[src/rtl/sync_fifo_pkg.sv]
// Shared constants, types and helpers for the parametrised synchronous FIFO.
// The optional first-word fall-through mode is selected with SYNC_FIFO_FWFT_EN.
package sync_fifo_pkg;

  localparam int DEF_DATA_W   = 8;
  localparam int DEF_DEPTH    = 8;
  localparam int DEF_AE_LEVEL = 1;

  // Pointer and count width: one extra bit so DEPTH itself and the wrap state are representable.
  function automatic int ptr_w(input int depth);
    return $clog2(depth) + 1;
  endfunction

  typedef struct packed {
    logic full;
    logic empty;
    logic almost_full;
    logic almost_empty;
    logic overflow;
    logic underflow;
  } fifo_status_t;

endpackage

[src/rtl/sync_fifo_param_if.sv]
// Producer/consumer bus of sync_fifo_param: write/read requests, read data and status.
interface sync_fifo_param_if
  import sync_fifo_pkg::*;
#(
  parameter int DATA_W = DEF_DATA_W,
  parameter int DEPTH  = DEF_DEPTH
) ();

  logic                      w_en;
  logic [DATA_W-1:0]         data_in;
  logic                      r_en;
  logic [DATA_W-1:0]         data_out;
  logic                      full;
  logic                      empty;
  logic                      almost_full;
  logic                      almost_empty;
  logic [ptr_w(DEPTH)-1:0]   count;
  logic                      overflow;
  logic                      underflow;

  modport master (
    output w_en, data_in, r_en,
    input  data_out, full, empty, almost_full, almost_empty, count, overflow, underflow
  );

  modport slave (
    input  w_en, data_in, r_en,
    output data_out, full, empty, almost_full, almost_empty, count, overflow, underflow
  );

endinterface

[src/rtl/sync_fifo_ram.sv]
// DEPTH x DATA_W storage with one synchronous write port. The read port is registered,
// or combinational when SYNC_FIFO_FWFT_EN is defined.
module sync_fifo_ram #(
  parameter int DATA_W = 8,
  parameter int DEPTH  = 8,
  parameter int AW     = $clog2(DEPTH)
) (
  input  logic              clk,
  input  logic              rst_n,
  input  logic              wr_en,
  input  logic [AW-1:0]     wr_addr,
  input  logic [DATA_W-1:0] wr_data,
  input  logic              rd_en,
  input  logic [AW-1:0]     rd_addr,
  output logic [DATA_W-1:0] rd_data
);

  logic [DATA_W-1:0] mem [DEPTH];

  // NOTE: the storage array has no reset; clearing it would only cost area, as no entry is read before it is written.
  always_ff @(posedge clk) begin
    if (wr_en) mem[wr_addr] <= wr_data;
  end

`ifdef SYNC_FIFO_FWFT_EN
  assign rd_data = mem[rd_addr];

  logic unused_rd_ctrl;
  assign unused_rd_ctrl = &{1'b0, rd_en, rst_n};
`else
  // NOTE: reset is synchronous here; rst_n is sampled on the clock edge like any other input.
  always_ff @(posedge clk) begin
    if (!rst_n)     rd_data <= '0;
    else if (rd_en) rd_data <= mem[rd_addr];
  end
`endif

endmodule

[src/rtl/sync_fifo_param.sv]
// Parametrised single-clock FIFO with occupancy count, programmable almost flags and
// overflow/underflow pulses. Define SYNC_FIFO_FWFT_EN for first-word fall-through reads.
module sync_fifo_param
  import sync_fifo_pkg::*;
#(
  parameter int DATA_W   = DEF_DATA_W,
  parameter int DEPTH    = DEF_DEPTH,
  parameter int AF_LEVEL = DEPTH - 1,
  parameter int AE_LEVEL = DEF_AE_LEVEL
) (
  input  logic              clk,
  input  logic              rst_n,
  sync_fifo_param_if.slave  bus
);

  localparam int AW = $clog2(DEPTH);
  localparam int PW = ptr_w(DEPTH);
  localparam logic [PW-1:0] AF_CNT = PW'(AF_LEVEL);
  localparam logic [PW-1:0] AE_CNT = PW'(AE_LEVEL);

  logic [PW-1:0] wr_ptr, rd_ptr, count_q;
  logic          full, empty;
  logic          wr_ok, rd_ok;
  logic          overflow_q, underflow_q;

  // Same index with opposite wrap bits means the writer is a whole lap ahead.
  assign full  = (wr_ptr[AW-1:0] == rd_ptr[AW-1:0]) && (wr_ptr[PW-1] != rd_ptr[PW-1]);
  assign empty = (wr_ptr == rd_ptr);

  // Acceptance looks only at pre-edge flags, so a full FIFO never takes a write
  // on the strength of a same-cycle read (and likewise for reads when empty).
  assign wr_ok = bus.w_en && !full;
  assign rd_ok = bus.r_en && !empty;

  // NOTE: every register below uses non-blocking assignment so all state updates from the same pre-edge values.
  always_ff @(posedge clk) begin
    if (!rst_n) begin
      wr_ptr      <= '0;
      rd_ptr      <= '0;
      count_q     <= '0;
      overflow_q  <= 1'b0;
      underflow_q <= 1'b0;
    end else begin
      if (wr_ok) wr_ptr <= wr_ptr + PW'(1);
      if (rd_ok) rd_ptr <= rd_ptr + PW'(1);
      case ({wr_ok, rd_ok})
        2'b10:   count_q <= count_q + PW'(1);
        2'b01:   count_q <= count_q - PW'(1);
        default: count_q <= count_q;
      endcase
      overflow_q  <= bus.w_en && full;
      underflow_q <= bus.r_en && empty;
    end
  end

  sync_fifo_ram #(
    .DATA_W (DATA_W),
    .DEPTH  (DEPTH),
    .AW     (AW)
  ) u_ram (
    .clk     (clk),
    .rst_n   (rst_n),
    .wr_en   (wr_ok),
    .wr_addr (wr_ptr[AW-1:0]),
    .wr_data (bus.data_in),
    .rd_en   (rd_ok),
    .rd_addr (rd_ptr[AW-1:0]),
    .rd_data (bus.data_out)
  );

  assign bus.full         = full;
  assign bus.empty        = empty;
  assign bus.count        = count_q;
  assign bus.almost_full  = (count_q >= AF_CNT);
  assign bus.almost_empty = (count_q <= AE_CNT);
  assign bus.overflow     = overflow_q;
  assign bus.underflow    = underflow_q;

endmodule

[src/flat_wrapper.sv]
// flat-port wrapper written by rule: the top's interface ports become plain ports
module sync_fifo_param_flat import sync_fifo_pkg::*;
#(
  parameter int DATA_W   = DEF_DATA_W,
  parameter int DEPTH    = DEF_DEPTH,
  parameter int AF_LEVEL = DEPTH - 1,
  parameter int AE_LEVEL = DEF_AE_LEVEL
)
  (clk, rst_n, bus_w_en, bus_data_in, bus_r_en, bus_data_out, bus_full, bus_empty, bus_almost_full, bus_almost_empty, bus_count, bus_overflow, bus_underflow);
  sync_fifo_param_if #(.DATA_W(DATA_W), .DEPTH(DEPTH)) bus_i ();
  input  logic clk;
  input  logic rst_n;
  input wire logic [$bits(bus_i.w_en)-1:0] bus_w_en;
  input wire logic [$bits(bus_i.data_in)-1:0] bus_data_in;
  input wire logic [$bits(bus_i.r_en)-1:0] bus_r_en;
  output wire logic [$bits(bus_i.data_out)-1:0] bus_data_out;
  output wire logic [$bits(bus_i.full)-1:0] bus_full;
  output wire logic [$bits(bus_i.empty)-1:0] bus_empty;
  output wire logic [$bits(bus_i.almost_full)-1:0] bus_almost_full;
  output wire logic [$bits(bus_i.almost_empty)-1:0] bus_almost_empty;
  output wire logic [$bits(bus_i.count)-1:0] bus_count;
  output wire logic [$bits(bus_i.overflow)-1:0] bus_overflow;
  output wire logic [$bits(bus_i.underflow)-1:0] bus_underflow;
  assign bus_i.w_en = bus_w_en;
  assign bus_i.data_in = bus_data_in;
  assign bus_i.r_en = bus_r_en;
  assign bus_data_out = bus_i.data_out;
  assign bus_full = bus_i.full;
  assign bus_empty = bus_i.empty;
  assign bus_almost_full = bus_i.almost_full;
  assign bus_almost_empty = bus_i.almost_empty;
  assign bus_count = bus_i.count;
  assign bus_overflow = bus_i.overflow;
  assign bus_underflow = bus_i.underflow;
  sync_fifo_param #(.DATA_W(DATA_W), .DEPTH(DEPTH), .AF_LEVEL(AF_LEVEL), .AE_LEVEL(AE_LEVEL)) u_core (.clk(clk), .rst_n(rst_n), .bus(bus_i));
endmodule
[config.mk]
export PLATFORM = sky130hd
export DESIGN_NAME = sync_fifo_param_flat
export DESIGN_NICKNAME = d
export VERILOG_FILES = /design/src/rtl/sync_fifo_pkg.sv /design/src/rtl/sync_fifo_param_if.sv /design/src/rtl/sync_fifo_ram.sv /design/src/rtl/sync_fifo_param.sv /design/src/flat_wrapper.sv
export SDC_FILE = /design/constraint.sdc
export NUM_CORES = 1
export LEC_CHECK = 0
export BUFFER_PORTS_ARGS = -buffer_cell sky130_fd_sc_hd__clkbuf_2
export CAP_MARGIN = 20
export CORE_ASPECT_RATIO = 1.4
export CORE_MARGIN = 2
export CORE_UTILIZATION = 61
export CTS_BUF_LIST = sky130_fd_sc_hd__clkbuf_4 sky130_fd_sc_hd__clkbuf_8
export DETAILED_ROUTE_END_ITERATION = 10
export HOLD_SLACK_MARGIN = 0.05
export MAX_ROUTING_LAYER = met4
export PLACE_DENSITY = 0.81
export SLEW_MARGIN = 40
export SYNTH_ARGS = -nofsm -noshare
export SYNTH_HDL_FRONTEND = slang
export SYNTH_SLANG_ARGS = --single-unit
[constraint.sdc]
create_clock -name clk -period 5.59 [get_ports clk]
set_input_delay 0.2795 -clock clk [delete_from_list [all_inputs] [get_ports clk]]
set_output_delay 0.2795 -clock clk [all_outputs]
set_load 0.02 [all_outputs]
==> run_results.csv, run 1 <==
group,metric,value,unit
outcome,status,"completed",
worst_hold_path,min-delay-start,"bus_w_en",
setup_path,r2r-start,"u_core.rd_ptr[0]",
power,power.internal,0.001088,W
route,highest_layer,"met4",
clocking,hold_buffers,0,
setup_path,critical_path_class,"reg2reg",
clocking,cts.htree.levels,3,
clocking,cts_root_buf,"clkbuf_8",
setup_path,cp-end-kind,"flip-flop",
grt,antenna_found_initial,0,
power,p_sw_share,25.61,%
route,wl_per_cell,19.07,µm
route,post_drt_via_cell_ratio,5.908,
timing,fin_crit_sh,50.07,%
finish,filler_cell_count,374,
clocking,cts_resized,0,
floorplanning,core_area,0.005525,mm²
timing,whs,0.1742,ns
power,p_sw,0.0003746,W
grt,gr-total-overflow,0,
clocking,cts_sinks,86,
grt,grt_pass1_vias,1850,
synth,synthArstFlopShare,0,%
worst_hold_path,holdPathEnd,"u_core.bus.overflow",
route,wl,5988,µm
route,met1_length,2456,µm
setup_path,crit_required,5.88,ns
placed_design,hpwl,4186,µm
timing,maxSlewHeadroom,45.71,%
route,drc_errors,0,
timing,hold_viol,0,
synth,syn_avg_cell_area,16.82,µm²
synth,synth_warnings,0,
floorplanning,io_pins,30,
route,num_vias,1855,
clocking,path_clk_slew,0.07,ns
power,powerDensity,373.9,mW/mm²
grt,grt_usage,21.81,%
clocking,numCtsBuffers,9,
grt,grt_max_degree,22,
synth,yosys.area.top_type_share,54.66,%
clocking,cts_buffer_depth,2,
floorplanning,die_h,93.83,µm
worst_hold_path,whs_path_depth,2,
worst_hold_path,hp-class,"in2reg",
synth,syn_area,0.003516,mm²
synth,yosys.area.top_type,"edfxtp_1",
synth,ys_seq_area_share,67.19,%
setup_path,r2r-end,"u_core.bus.count[3]",
power,ir_drop,228.0,µV
timing,finalSetupViolCount,0,
synth,synthCells,209,
placed_design,gp_congestion,0.7765,
timing,rsz0062_at_grt,"no",
power,pwr-share-comb,16.0,%
setup_path,cp.arrival,3.09,ns
power,power.leakage,1.390,nW
synth,synth-seq-cells,86,
finish,diodes,0,
synth,synth-main-ff-cell,"edfxtp_1",
synth,syn_nets,227,
route,ant_nets,0,
timing,clock_skew,0.009533,ns
synth,synth_edf_count,64,
setup_path,reg2regPathDepth,7,
clocking,postCtsSetupBuffers,0,
floorplanning,std_cell_rows,32,
synth,synth.distinct_cells,40,
timing,fin_setup_tns,0,ns
power,clkPwrFrac,32.1,%
timing,timing.fmax,357.2,MHz
job,timing.max_cap.violations,0,
clocking,cts_tree,"done",
route,first_pass_iters,4,
floorplanning,die_area,0.006396,mm²
finish,nNetsFinal,259,
timing,worstMarginPinSlew,0.8114,ns
placed_design,port_buffers,29,
setup_path,start_kind,"flip-flop",
clocking,clock_latency,0.35,ns
route,drtIter0Drc,82,
floorplanning,start_util,63.63,%
floorplanning,die_x,68.17,µm
grt,grt_pass1_wl,9301,µm
route,route.met3.wl,294,µm
timing,final_max_slew_viol_count,0,
setup_path,cp_max_fo,12,
finish,synthToLayoutAreaGrowth,11.28,%
timing,min_period,2.799,ns
route,dr_wl_met2,3142,µm
power,p_seq_share,51.9,%
finish,drive_above_1_share,28.86,%
synth,synth_area_leaders,"edfxtp_1, dfxtp_1, mux4_2, mux2i_1, ha_1",
setup_path,r2r_slack,2.79,ns
-- state kept, by name, indices dropped and copies added (netlist names) --
register	flops
u_core.bus.count	4
u_core.bus.overflow	1
u_core.bus.underflow	1
u_core.rd_ptr	4
u_core.u_ram.mem	64
u_core.u_ram.rd_data	8
u_core.wr_ptr	4
-- placed cells by master (no fill, tap or decap), types with 3 or more instances in the layout --
cell	count
and3_1	3
and2_1	5
clkbuf_8	10
mux4_2	16
xnor2_1	7
nor2_1	6
dfxtp_1	21
o2bb2ai_1	8
ha_1	6
xor2_1	3
mux2i_1	11
edfxtp_1	64
nand2_1	7
inv_1	8
nand2b_1	3
o21ai_0	4
nand3_1	3
clkbuf_2	29
-- worst max path at each step --
stage	cells past startpoint	to	from	slack [ns]
6_report	7	u_core.bus.count[3]	u_core.rd_ptr[0]	2.79
2_1_floorplan	9	u_core.bus.count[3]	u_core.wr_ptr[0]	3.38
5_1_grt	7	u_core.bus.count[3]	u_core.rd_ptr[0]	2.61
3_5_place_dp	7	u_core.bus.count[3]	u_core.rd_ptr[2]	2.60
3_3_place_gp	4	u_core.u_ram.mem[0][6]	u_core.rd_ptr[2]	2.68
4_1_cts	7	u_core.bus.count[3]	u_core.rd_ptr[2]	2.58
-- power by group through the flow --
stage,Combinational (W),Sequential [W],Clock (W)
2_1_floorplan,0.000162,0.000779,0
3_3_place_gp,0.000231,0.000773,0
3_5_place_dp,0.000234,0.000774,0
4_1_cts,0.000236,0.000760,0.000477
5_1_grt,0.000258,0.000765,0.000500
6_report,0.000234,0.000760,0.000469
-- cell families (layout without fill, tap and decap cells) --
| kind of cell | Yosys count | in the layout | share of synthesized area (%) |
|---|---|---|---|
| multiplexers | 27 | 27 | 13.38 |
| buffers and inverters | 17 | 54 | 2.811 |
| AND/OR/NAND/NOR | 41 | 41 | 7.011 |
| flip-flops | 86 | 86 | 67.19 |
| XOR/XNOR | 10 | 10 | 2.491 |
| AO/OA/AOI/OAI | 22 | 22 | 4.983 |
| adder cells (fa/ha/maj) | 6 | 6 | 2.135 |
-- stage by stage --
stage	std cells	total power, W	util (%)	instance area [µm²]	setup WS, ns
after floorplan	209	0.0009413	-	3516	3.377
after global placement	298	0.001004	66.69	3685	2.681
after detailed placement	298	0.001009	66.78	3690	2.600
after CTS	314	0.001473	70.74	3909	2.577
after global routing	314	0.001523	70.81	3913	2.615
final	314	0.001463	70.81	3913	2.791
-- final cells by class --
type                            instances  area (µm²)  share of cell area (%)
Sequential cell                        86        2364                   60.41
Multi-Input combinational cell        106        1062                   27.15
Timing Repair Buffer                   30       152.6                   3.901
Clock buffer                           11       145.1                   3.710
Tap cell                               68       85.08                   2.175
Clock inverter                          5       73.82                   1.887
Inverter                                8       30.03                  0.7675
-- layer usage --
layer | global-route usage, % | vias to the layer above
li1 | - | 868
met1 | 26.22 | 927
met3 | 5.036 | 7
met4 | 7.500 | 0
met2 | 35.92 | 53
met5 | - | -
-- cell usage after synthesis, types with 2 or more instances --
cell and n:
mux4_2 16, edfxtp_1 64, inv_1 8, ha_1 6, and2_1 5, nand3_1 3
dfxtp_1 22, and3_1 3, nand4_1 2, nand2_1 7, xor2_1 3, mux2i_1 11
nand2b_1 3, nor2_1 7, o21ai_0 4, a21oi_1 2, xnor2_1 7, nor3_1 2
buf_6 4, o2bb2ai_1 8, clkbuf_1 3
-- critical path, cell delays in order (launching register included) --
cell and delay [ns]:
dfxtp_1 0.77, xnor2_1 0.28, a41o_1 0.46, ha_1 0.32, or4b_1 0.45, a21oi_1 0.18
xor2_1 0.15, and2_1 0.13
No activity file was read; power rests on OpenSTA's default activity.
==> run 2, diff against run 1 <==
clock period = 2.82 ns   (was 5.59 ns; I/O delays follow)
==> run_results.csv, run 2 (synthesis results as in run 1) <==
group,metric,value,unit
grt,grt_max_degree,22,
route,first_pass_iters,4,
power,p_sw_share,27.50,%
timing,rsz0062_at_grt,"no",
worst_hold_path,hp-class,"in2reg",
finish,top_regs,"u_core.u_ram.mem (64), u_core.u_ram.rd_data (8)",
job,timing.max_cap.violations,0,
clocking,cts_buffer_depth,2,
grt,grt_pass1_wl,10020,µm
finish,nNetsFinal,272,
clocking,cts_tree,"done",
grt,gr-total-overflow,0,
power,clkPwrFrac,27.0,%
timing,hold_viol,0,
setup_path,start_kind,"flip-flop",
route,wl_per_cell,18.98,µm
finish,final_cell_mix,"edfxtp_1, clkbuf_2, dfxtp_1, mux4_2, buf_4",
power,ir_drop,423.9,µV
floorplanning,die_x,68.17,µm
finish,layout_commonest_cell,"edfxtp_1",
power,p_sw,0.0007503,W
route,ant_nets,0,
timing,timing.fmax,445.4,MHz
clocking,numCtsBuffers,9,
finish,largest_reg_flops,64,
route,num_vias,1905,
clocking,path_clk_slew,0.08,ns
route,drc_errors,0,
power,pwr-share-comb,18.7,%
setup_path,cp_max_fo,8,
timing,clock_skew,0.01071,ns
clocking,clock_latency,0.35,ns
clocking,cts_sinks,86,
timing,final_max_slew_viol_count,0,
timing,finalSetupViolCount,0,
clocking,cts_root_buf,"clkbuf_8",
timing,min_period,2.245,ns
finish,diodes,0,
floorplanning,start_util,63.63,%
grt,grt_usage,23.26,%
power,power.leakage,1.431,nW
floorplanning,core_area,0.005525,mm²
placed_design,hpwl,4280,µm
clocking,cts.htree.levels,3,
route,post_drt_via_cell_ratio,5.826,
floorplanning,die_h,93.83,µm
timing,worstMarginPinSlew,0.6052,ns
setup_path,r2r_slack,0.57,ns
clocking,hold_buffers,1,
floorplanning,die_area,0.006396,mm²
finish,regMostFlops,"u_core.u_ram.mem",
timing,maxSlewHeadroom,59.52,%
placed_design,gp_congestion,0.7583,
power,powerDensity,690.6,mW/mm²
outcome,status,"completed",
clocking,postCtsSetupBuffers,0,
grt,antenna_found_initial,0,
route,drtIter0Drc,212,
floorplanning,io_pins,30,
timing,fin_crit_sh,79.62,%
grt,grt_pass1_vias,1932,
setup_path,cp-end-kind,"flip-flop",
clocking,cts_resized,0,
finish,drive_above_1_share,31.27,%
setup_path,crit_required,3.06,ns
placed_design,port_buffers,29,
floorplanning,std_cell_rows,32,
setup_path,cp.arrival,2.49,ns
timing,fin_setup_tns,0,ns
power,power,0.002729,W
power,p_seq_share,54.3,%
finish,synthToLayoutAreaGrowth,12.38,%
setup_path,critical_path_class,"reg2reg",
power,power.internal,0.001978,W
route,wl,6208,µm
==> run 2: worst max-delay path, cell delays in order (launching register included) <==
cell and delay [ns]:
dfxtp_1 0.40, xnor2_1 0.37, a41o_1 0.25, ha_1 0.25
or4b_1 0.45, a21oi_1 0.19, xor2_1 0.08, and2_1 0.15
==> run 2: metal layers <==
metal	vias to the layer above	GRT usage (%)	share of wire [%]
li1	894	-	-
met1	958	29.33	40
met2	47	37.22	54
met3	6	5.036	4.6
met4	0	8.000	0.82
met5	-	-	0
==> run 2: cell type report <==
class	instances	area, µm²
clock buffers	11	138.9
inverters	8	30.03
well taps	68	85.08
fillers	360	1574
flip-flops and latches	86	2362
clock inverters	5	27.53
repair buffers	43	252.7
multi-input cells	106	1055
==> run 2: power groups by stage <==
stage	clock network, W	logic (W)	registers [W]
5_1_grt	0.000804	0.000563	0.00149
3_5_place_dp	0	0.000517	0.00151
3_3_place_gp	0	0.000505	0.00151
4_1_cts	0.000754	0.000522	0.00148
6_report	0.000736	0.000510	0.00148
2_1_floorplan	0	0.000322	0.00154
==> run 2: through the flow <==
| stage | util [%] | hold slack, ns | instance area [µm²] | setup slack, ns | instances |
|---|---|---|---|---|---|
| 2_1_floorplan | - | 0.2399 | 3516 | 0.6074 | 209 |
| 3_3_place_gp | 68.32 | 0.3920 | 3775 | 0.6717 | 310 |
| 3_5_place_dp | 68.32 | 0.4041 | 3775 | 0.5789 | 310 |
| 4_1_cts | 71.51 | 0.05654 | 3951 | 0.5719 | 327 |
| 5_1_grt | 71.51 | 0.08835 | 3951 | 0.3860 | 327 |
| 6_report | 71.51 | 0.07022 | 3951 | 0.5746 | 327 |
==> run 2: final timing paths <==
kind                                              start                       to  cells after the start
worst max-delay path                   u_core.wr_ptr[0]      u_core.bus.count[3]                      7
worst min-delay path                     bus_data_in[2]   u_core.u_ram.mem[6][2]                      1
worst max register to register         u_core.wr_ptr[0]      u_core.bus.count[3]                      7
worst min register to register  u_core.u_ram.rd_data[1]  u_core.u_ram.rd_data[1]                      1
==> run 3, diff against run 2 <==
clock period = 2.2 ns   (was 2.82 ns; I/O delays follow)
==> run_results.csv, run 3 (synthesis results as in run 1) <==
group,metric,value,unit
grt,grt_pass1_vias,1977,
setup_path,crit_required,2.49,ns
timing,min_period,1.970,ns
clocking,postCtsSetupBuffers,0,
timing,fin_setup_tns,0,ns
route,route.met3.wl,323,µm
clocking,path_clk_slew,0.07,ns
worst_hold_path,hp-class,"in2reg",
setup_path,start_kind,"flip-flop",
timing,final_max_slew_viol_count,0,
setup_path,cp.arrival,2.25,ns
grt,grt_usage,22.87,%
power,ir_drop,763.2,µV
setup_path,worstPathCellList,"xnor2_2 -> a41o_1 -> ha_1 -> or4b_1 -> a21oi_1 -> xor2_1 -> and2_1",
job,timing.max_cap.violations,0,
setup_path,cpMaxStageDelayCell,"or4b_1",
route,num_vias,1954,
setup_path,crit_family,"simple AND/OR/NAND/NOR gates",
clocking,cts_tree,"done",
route,met1_length,2406,µm
route,drtIter0Drc,100,
timing,hold_viol,0,
floorplanning,die_x,68.17,µm
setup_path,r2r_slack,0.23,ns
grt,gr-total-overflow,0,
finish,diodes,0,
grt,antenna_found_initial,0,
timing,timing.fmax,507.7,MHz
timing,maxSlewHeadroom,61.10,%
route,dr_wl_met2,3283,µm
setup_path,path_buf_inv,0,
setup_path,cp_max_fo,4,
clocking,clock_latency,0.34,ns
placed_design,port_buffers,29,
placed_design,hpwl,4297,µm
power,powerDensity,880.7,mW/mm²
clocking,cts_buffer_depth,2,
finish,largest_reg_flops,64,
clocking,cts_sinks,86,
power,power.leakage,1.528,nW
route,first_pass_iters,4,
clocking,numCtsBuffers,9,
timing,rsz0062_at_grt,"no",
route,wl,6077,µm
setup_path,cp-end-kind,"flip-flop",
outcome,status,"completed",
placed_design,dpl_cell_area,0.003850,mm²
floorplanning,die_area,0.006396,mm²
timing,worstMarginPinSlew,0.5816,ns
timing,clock_skew,0.005723,ns
route,post_drt_via_cell_ratio,5.680,
route,wl_per_cell,17.67,µm
grt,grt_pass1_wl,9729,µm
finish,drive_above_1_share,33.33,%
setup_path,critical_path_class,"reg2reg",
finish,regMostFlops,"u_core.u_ram.mem",
route,drc_errors,0,
timing,finalSetupViolCount,0,
floorplanning,io_pins,30,
floorplanning,die_h,93.83,µm
route,ant_nets,0,
floorplanning,start_util,63.63,%
route,highest_layer,"met4",
finish,top_regs,"u_core.u_ram.mem (64), u_core.u_ram.rd_data (8)",
setup_path,critical-path-max-stage-delay,0.43,ns
finish,nNetsFinal,289,
floorplanning,std_cell_rows,32,
finish,stdcell_area,0.004151,mm²
finish,layout_commonest_cell,"edfxtp_1",
floorplanning,core_area,0.005525,mm²
finish,final_cell_mix,"edfxtp_1, clkbuf_2, dfxtp_1, buf_4, mux4_2",
placed_design,gp_congestion,0.7488,
clocking,cts.htree.levels,3,
timing,fin_crit_sh,89.52,%
clocking,cts_root_buf,"clkbuf_8",
finish,synthToLayoutAreaGrowth,18.08,%
timing,whs,0.2465,ns
grt,grt_max_degree,22,
==> run 3: cell types whose count changed in the layout (fill, tap and decap cells not counted) <==
cell	previous run	this run
clkinv_2	4	2
buf_4	13	21
bufinv_16	0	1
xnor2_1	7	4
dlygate4sd3_1	1	10
clkbuf_4	2	3
xnor2_2	0	3
==> run 3: per-layer routing <==
layer  GRT usage, %  up-vias
met5              -        -
met4          7.500        0
met3          6.115        8
met2          38.03       59
met1          26.69      956
li1               -      931
==> run 3: layout make-up <==
cell class              count  area, µm²
inverters                   8      30.03
clock buffers              12      146.4
multi-input cells         106       1077
clock inverters             4      47.55
fillers                   337       1374
repair buffers             60      402.9
well taps                  68      85.08
flip-flops and latches     86       2362
==> run 3: report_power, final <==
| part | total (W) | switching [W] | internal (W) |
|---|---|---|---|
| registers | 0.00190 | 0.0000655 | 0.00183 |
| logic | 0.000690 | 0.000386 | 0.000305 |
| clock network | 0.00107 | 0.000510 | 0.000559 |
| total | 0.00366 | 0.000961 | 0.00270 |
==> run 3: worst reg2reg max path: cells and delay by family (launching register included) <==
family                     cells  cell delay [ns]
AOI/OAI and AO/OA              2             0.42
xor gates and xnor gates       2             0.40
adders and majority gates      1             0.17
DFF                            1             0.35
and+or+nand+nor                2             0.57
==> run 3: stage by stage <==
| step | setup slack [ns] | utilization (%) | std cells | total power, W |
|---|---|---|---|---|
| finish | 0.2305 | 75.14 | 344 | 0.003656 |
| global placement | 0.2169 | 69.68 | 318 | 0.002603 |
| CTS | 0.1321 | 75.00 | 344 | 0.003694 |
| global route | 0.08540 | 75.14 | 344 | 0.003831 |
| floorplan | 0.007824 | - | 209 | 0.002402 |
| detailed placement | 0.1526 | 69.68 | 318 | 0.002621 |
==> run 3: repair_timing <==
item | in CTS | in global routing
hold buffers | 10 | 0
gates resized for setup | 0 | 1
endpoints found under the setup margin | 0 | 1
endpoints found under the hold margin | 66 | 0
==> run 3: path summary, 6_finish.rpt <==
check,start,cells after the start,to
setup / recovery,u_core.wr_ptr[2],7,u_core.bus.count[3]
hold / removal,rst_n,2,u_core.rd_ptr[2]
setup reg to reg,u_core.wr_ptr[2],7,u_core.bus.count[3]
hold reg to reg,u_core.u_ram.rd_data[3],1,u_core.u_ram.rd_data[3]
